<file path="config.mk">
export PLATFORM = sky130hd
export DESIGN_NAME = row_loader
export DESIGN_NICKNAME = d
export VERILOG_FILES = /design/src/rtl/row_loader.sv
export SDC_FILE = /design/constraint.sdc
export NUM_CORES = 1
export LEC_CHECK = 0
export ABC_AREA = 1
export CORE_MARGIN = 10
export CORE_UTILIZATION = 62
export CTS_CLUSTER_DIAMETER = 80
export DETAILED_ROUTE_END_ITERATION = 6
export DONT_BUFFER_PORTS = 1
export GPL_TIMING_DRIVEN = 0
export PLACE_DENSITY = 0.87
export REMOVE_ABC_BUFFERS = 1
export SYNTH_ARGS = -nofsm -noshare
export SYNTH_HDL_FRONTEND = slang
export SYNTH_SLANG_ARGS = --single-unit
</file>
<file path="constraint.sdc">
create_clock -name clk -period 2.95 [get_ports clk]
set_input_delay 0.4425 -clock clk [delete_from_list [all_inputs] [get_ports clk]]
set_output_delay 0.4425 -clock clk [all_outputs]
set_load 0.005 [all_outputs]
</file>
<file path="src/rtl/row_loader.sv">
// rtl/row_loader.sv - pops 64-bit words from a FIFO into 4-word rows, handshaking each row with a consumer
//
// Purpose: on a start pulse, loads ROWS rows of four 64-bit words from a
// source FIFO into a row register file. Each full row is announced with a
// one-cycle full_row pulse. The next row is fetched only after the consumer
// returns row_ack. A done pulse follows the last acknowledged row.
//
// Parameters:
//   ROWS         rows per frame (1..255)
//
// Ports:
//   clk          clock, rising edge
//   rst          asynchronous active-high reset
//   start        one-cycle frame start (ignored unless idle)
//   fifo_empty   source FIFO has no word
//   fifo_rd_en   pop request; the word arrives on fifo_rd_data next cycle
//   fifo_rd_data popped FIFO word
//   wr_en        row register file write strobe
//   wr_addr      word slot 0..3 within the row
//   wr_data      word being written (holds its last value when idle)
//   full_row     one-cycle pulse once a 4-word row is stored
//   row_ack      consumer finished with the current row
//   busy         frame in progress
//   done         one-cycle pulse after the last row is acknowledged
//   stall_cnt    (only with ROW_LOADER_STALL_CNT_EN) saturating count of
//                fetch cycles starved by an empty FIFO
//
// Optional feature macro: ROW_LOADER_STALL_CNT_EN
module row_loader #(
    parameter int ROWS = 8
) (
    input  logic        clk,
    input  logic        rst,
    input  logic        start,
    input  logic        fifo_empty,
    output logic        fifo_rd_en,
    input  logic [63:0] fifo_rd_data,
    output logic        wr_en,
    output logic [1:0]  wr_addr,
    output logic [63:0] wr_data,
    output logic        full_row,
    input  logic        row_ack,
    output logic        busy,
    output logic        done
`ifdef ROW_LOADER_STALL_CNT_EN
    ,
    output logic [15:0] stall_cnt
`endif
);

    typedef enum logic [1:0] {
        S_IDLE,
        S_FETCH,
        S_NOTIFY,
        S_WAIT_ACK
    } state_t;

    state_t      r_state;
    state_t      w_next;
    logic [2:0]  r_issued;
    logic [2:0]  r_written;
    logic [7:0]  r_row_cnt;
    logic        r_rd_pend;
    logic [63:0] r_wr_data;
    logic        r_done;

    logic        w_pop;
    logic        w_start_ok;
    logic        w_clr_row;
    logic        w_finish;
    logic        w_last_row;

    // A pop is only requested while fewer than four words of this row have
    // been issued, so a row can never receive more than four writes.
    assign w_pop      = (r_state == S_FETCH) && !fifo_empty && (r_issued < 3'd4);
    // Widened by one bit so ROWS = 255 compares without overflow.
    assign w_last_row = (({1'b0, r_row_cnt} + 9'd1) == 9'(ROWS));

    always_comb begin
        w_next     = r_state;
        w_start_ok = 1'b0;
        w_clr_row  = 1'b0;
        w_finish   = 1'b0;
        case (r_state)
            S_IDLE: begin
                if (start) begin
                    w_next     = S_FETCH;
                    w_start_ok = 1'b1;
                end
            end
            S_FETCH: begin
                // Leave once the fourth word of the row is being written.
                if (r_rd_pend && (r_written == 3'd3)) begin
                    w_next = S_NOTIFY;
                end
            end
            S_NOTIFY: begin
                w_next = S_WAIT_ACK;
            end
            S_WAIT_ACK: begin
                if (row_ack) begin
                    if (w_last_row) begin
                        w_next   = S_IDLE;
                        w_finish = 1'b1;
                    end else begin
                        w_next    = S_FETCH;
                        w_clr_row = 1'b1;
                    end
                end
            end
            default: begin
                w_next = S_IDLE;
            end
        endcase
    end

    // Clearing r_rd_pend on reset drops the word of any read still in
    // flight, so an abandoned frame never produces a stray write.
    always_ff @(posedge clk or posedge rst) begin
        if (rst) begin
            r_state   <= S_IDLE;
            r_issued  <= 3'd0;
            r_written <= 3'd0;
            r_row_cnt <= 8'd0;
            r_rd_pend <= 1'b0;
            r_wr_data <= 64'd0;
            r_done    <= 1'b0;
        end else begin
            r_state   <= w_next;
            r_rd_pend <= w_pop;
            r_done    <= w_finish;
            if (w_start_ok || w_clr_row) begin
                r_issued  <= 3'd0;
                r_written <= 3'd0;
            end else begin
                if (w_pop) begin
                    r_issued <= r_issued + 3'd1;
                end
                if (r_rd_pend) begin
                    r_written <= r_written + 3'd1;
                end
            end
            if (w_start_ok) begin
                r_row_cnt <= 8'd0;
            end else if ((r_state == S_WAIT_ACK) && row_ack) begin
                r_row_cnt <= r_row_cnt + 8'd1;
            end
            if (r_rd_pend) begin
                r_wr_data <= fifo_rd_data;
            end
        end
    end

    // The FIFO word is forwarded in the cycle it arrives; the register keeps
    // the last written word visible while no write is in progress.
    assign fifo_rd_en = w_pop;
    assign wr_en      = r_rd_pend;
    assign wr_addr    = r_written[1:0];
    assign wr_data    = r_rd_pend ? fifo_rd_data : r_wr_data;
    assign full_row   = (r_state == S_NOTIFY);
    assign busy       = (r_state != S_IDLE);
    assign done       = r_done;

`ifdef ROW_LOADER_STALL_CNT_EN
    logic [15:0] r_stall_cnt;

    always_ff @(posedge clk or posedge rst) begin
        if (rst) begin
            r_stall_cnt <= 16'd0;
        end else if (w_start_ok) begin
            r_stall_cnt <= 16'd0;
        end else if ((r_state == S_FETCH) && (r_issued < 3'd4) && fifo_empty
                     && (r_stall_cnt != 16'hFFFF)) begin
            r_stall_cnt <= r_stall_cnt + 16'd1;
        end
    end

    assign stall_cnt = r_stall_cnt;
`endif

endmodule

</file>
==> impl_summary.txt <==
----------------------------------------------------
[Setup path]
  Reg2reg setup slack ... 1.08 ns
  Critical path required time ... 2.51 ns
  Maximum cell stage delay along the critical path ... 0.78 ns
  Series of cell instances along the critical path ... inv_2 > nand2_1 > nand2_1
  Critical-path top delay cell ... inv_2
  Crit path max fanout ... 64
  Crit. End Element ... output port
  Nature of the critical path startpoint ... register
  Cell type group with the largest total delay on the critical path ... buffers and inverters
  Combined buffer and inverter count along the critical path ... 1
  Kind of critical path ... reg2out
  Cell mode on critical path ... nand2_1
  Arr. time, crit path ... 2.13 ns

[Timing]
  Setup repair after global routing missed its margin ... false
  Final Hold Vio Count ... 0
  Number of failing setup endpoints in the final timing report ... 0
  Shortest clock period the worst path allows after layout ... 2.57 ns
  Final-report max-slew violation count ... 0
  Post-route clock skew ... 0.00627 ns
  Worst hold margin ... 0.265 ns
  Upper clock frequency limit ... 388 MHz
  Actual transition at the worst max-transition pin ... 0.972 ns
  Worst slew margin relative to its limit ... 35.2%
  Final worst-path cycle share ... 87.3%

[Yosys]
  Main combinational cell family by area after synthesis ... simple AND/OR/NAND/NOR gates
  Post-synthesis cell type count ... 25
  Post-synthesis mux area share ... 0.618%
  Cell taking the most area after synthesis ... dfrtp_1
  Synthesized area per cell ... 8.64 µm²
  Simple-gate share of the synthesized area ... 27.9%
  Synthesized instance count ... 398
  #FFs+latches synth ... 82
  Compound-gate portion of the synthesized area ... 3.42%
  Post-synthesis share of cell area spent on xor and xnor gates ... 0.764%
  Proportion of synthesized chip area in sequential cells ... 59.7%
  Count of yosys warnings during synthesis ... 0
  Main area contributors after synthesis ... dfrtp_1, nand2_1, ha_1, inv_1, clkbuf_1
  Synth top area share ... 59.7%
  Cell area after synthesis ... 3440 µm²
  Adder and majority cell fraction of the synthesized area ... 3.27%

[GRT]
  Overflow left after global routing ... 0
  GRT Overall Usage ... 17.4%
  Vias in the first global route ... 2420
  Maximum number of pins on one net before global-route repair ... 65
  Antenna violations before repair ... 0
  Global-route wire length before repair ... 12200 µm

[Route]
  Remaining antenna violation count after routing ... 0
  Number of DRC violations after detailed routing ... 0
  Number of DRC violations after detailed-routing iteration 0 ... 193
  Router iterations before antenna repair ... 4
  Average wire length per cell after detail routing ... 16.7 µm
  Vias per Instance ... 5.28
  Via total after detailed routing ... 2490
  Detailed-route wire length ... 7880 µm

[Pwr]
  Combinational power share ... 33.4%
  Clock power share ... 21.7%
  Max rail drop VDD ... 0.606 mV
  Switching share of power ... 38.4%
  Net switching component of the power ... 1.60 mW
  Cell area power density ... 1110 nW/µm²
  Power, Total ... 4.15 mW
  Flop pwr share ... 44.9%
  Internal power ... 2.56 mW
  Leak Pwr ... 1.99 nW

[Clock tree]
  Cts bufs inserted ... 9
  Maximum root-to-sink buffer count ... 2
  Clk_lat worst skew ... 0.34 ns
  Post-cts gate resize count ... 0
  TritonCTS clock tree ... built
  Clk slew on worst S/H paths ... 0.08 ns
  Clock tree root driver cell ... clkbuf_8
  # H-tree levels ... 3
  Number of sinks on the clock net ... 82

[Place]
  Weighted congestion at the end of routability-driven global placement ... 0.846
  HPWL Detailed ... 5920 µm
  Count of input and output buffers ... 0

[Min path]
  Path type of the worst min-delay path ... in2reg

[Finish]
  Antenna diode count ... 0
  Commonest non-fill, non-tap cell in the layout ... nand2_1
  Most frequent cells in the layout ... nand2_1, dfrtp_1, inv_1
  Area delta synth->final ... 8.91%
  Share of post-route cells with drive strength above 1 ... 7.00%
  Final net count ... 473

[Floorplan]
  Die Y-Extent ... 94.5 µm
  Floorplan die width ... 94.5 µm
  Count of standard-cell rows ... 27
  Initial Utilization ... 63.2%
  Total core area ... 5440 µm²
  Full die area ... 8930 µm²
  Number of top-level pins ... 140

[Flow run]
  Reported max-cap violation count ... 0

[Status]
  Run status ... finished clean

----------------------------------------------------
==> cell families after synthesis <==
family,Yosys count
xor gates and xnor gates,3
muxes,2
DFF,82
and+or+nand+nor,244
buffers and inverters,37
adders and majority gates,9
AOI/OAI and AO/OA,21
==> registers in the layout (all words and copies together) (netlist names) <==
register and flops:
r_wr_data 64, r_row_cnt 8, r_issued 3, r_written 3, r_state 2, done 1, wr_en 1
==> area by class of cell <==
cell class                      count  area [µm²]
Clock inverter                      4        73.8
Inverter                           20        77.6
Timing Repair Buffer                3        57.6
Tap cell                           72        90.1
Fill cell                         441        1690
Clock buffer                       12         155
Sequential cell                    82        2050
Multi-Input combinational cell    279        1240
==> power by group through the flow <==
stage               Clock, mW  Sequential [mW]  Combinational [mW]
detailed placement          0             1.89                1.42
floorplan                   0             1.85                1.02
global route            0.967             1.92                1.61
global placement            0             1.90                1.30
CTS                     0.919             1.87                1.43
finish                  0.900             1.87                1.39
==> worst paths after layout <==
check,cells after the start,startpoint,end
min in group asynchronous,2,rst,r_wr_data[39]
setup reg to reg,3,wr_en,r_wr_data[19]
max in group asynchronous,3,rst,r_wr_data[24]
hold / removal,2,fifo_rd_data[6],r_wr_data[6]
hold reg to reg,2,r_wr_data[49],r_wr_data[49]
setup / recovery,3,wr_en,wr_data[19]
==> stage by stage <==
stage / area (µm²) / setup WS (ns) / utilization [%] / TNS [ns] / cells
floorplan: 3370 / 0.206 / - / 0 / 381
global placement: 3460 / -0.612 / 63.5 / -78.70 / 453
detailed placement: 3510 / 0.730 / 64.5 / 0 / 455
CTS: 3750 / 0.346 / 68.9 / 0 / 472
global route: 3750 / 0.196 / 68.9 / 0 / 472
finish: 3750 / 0.375 / 68.9 / 0 / 472
==> Yosys cell counts <==
library cell,number
nand2_1,221
dfrtp_1,82
inv_1,18
clkbuf_1,13
a21oi_1,9
ha_1,9
nand3_1,9
nor2_1,8
o21ai_0,8
buf_2,2
buf_4,2
inv_2,2
nor2_2,2
xnor2_1,2
a31o_2,1
mux2_2,1
mux2i_1,1
nand2_2,1
nand4_4,1
nor2_4,1
nor3_1,1
o21bai_1,1
o221ai_1,1
o31ai_1,1
xor2_1,1
==> per-layer routing <==
| layer | up-vias | wire length [µm] | part of all wire, % | global-route usage [%] |
|---|---|---|---|---|
| met4 | 0 | 141 | 1.8 | 8.35 |
| met5 | - | 0 | 0 | 0 |
| met1 | 1151 | 2920 | 37 | 19.3 |
| li1 | 1217 | - | - | - |
| met3 | 16 | 939 | 12 | 7.30 |
| met2 | 106 | 3890 | 49 | 28.5 |
==> timing repair <==
action                                 CTS  global route
hold buffers                             1             0
buffers inserted                         0             0
endpoints found under the hold margin   34             0
Note: power is estimated with default switching activity, not from simulation.
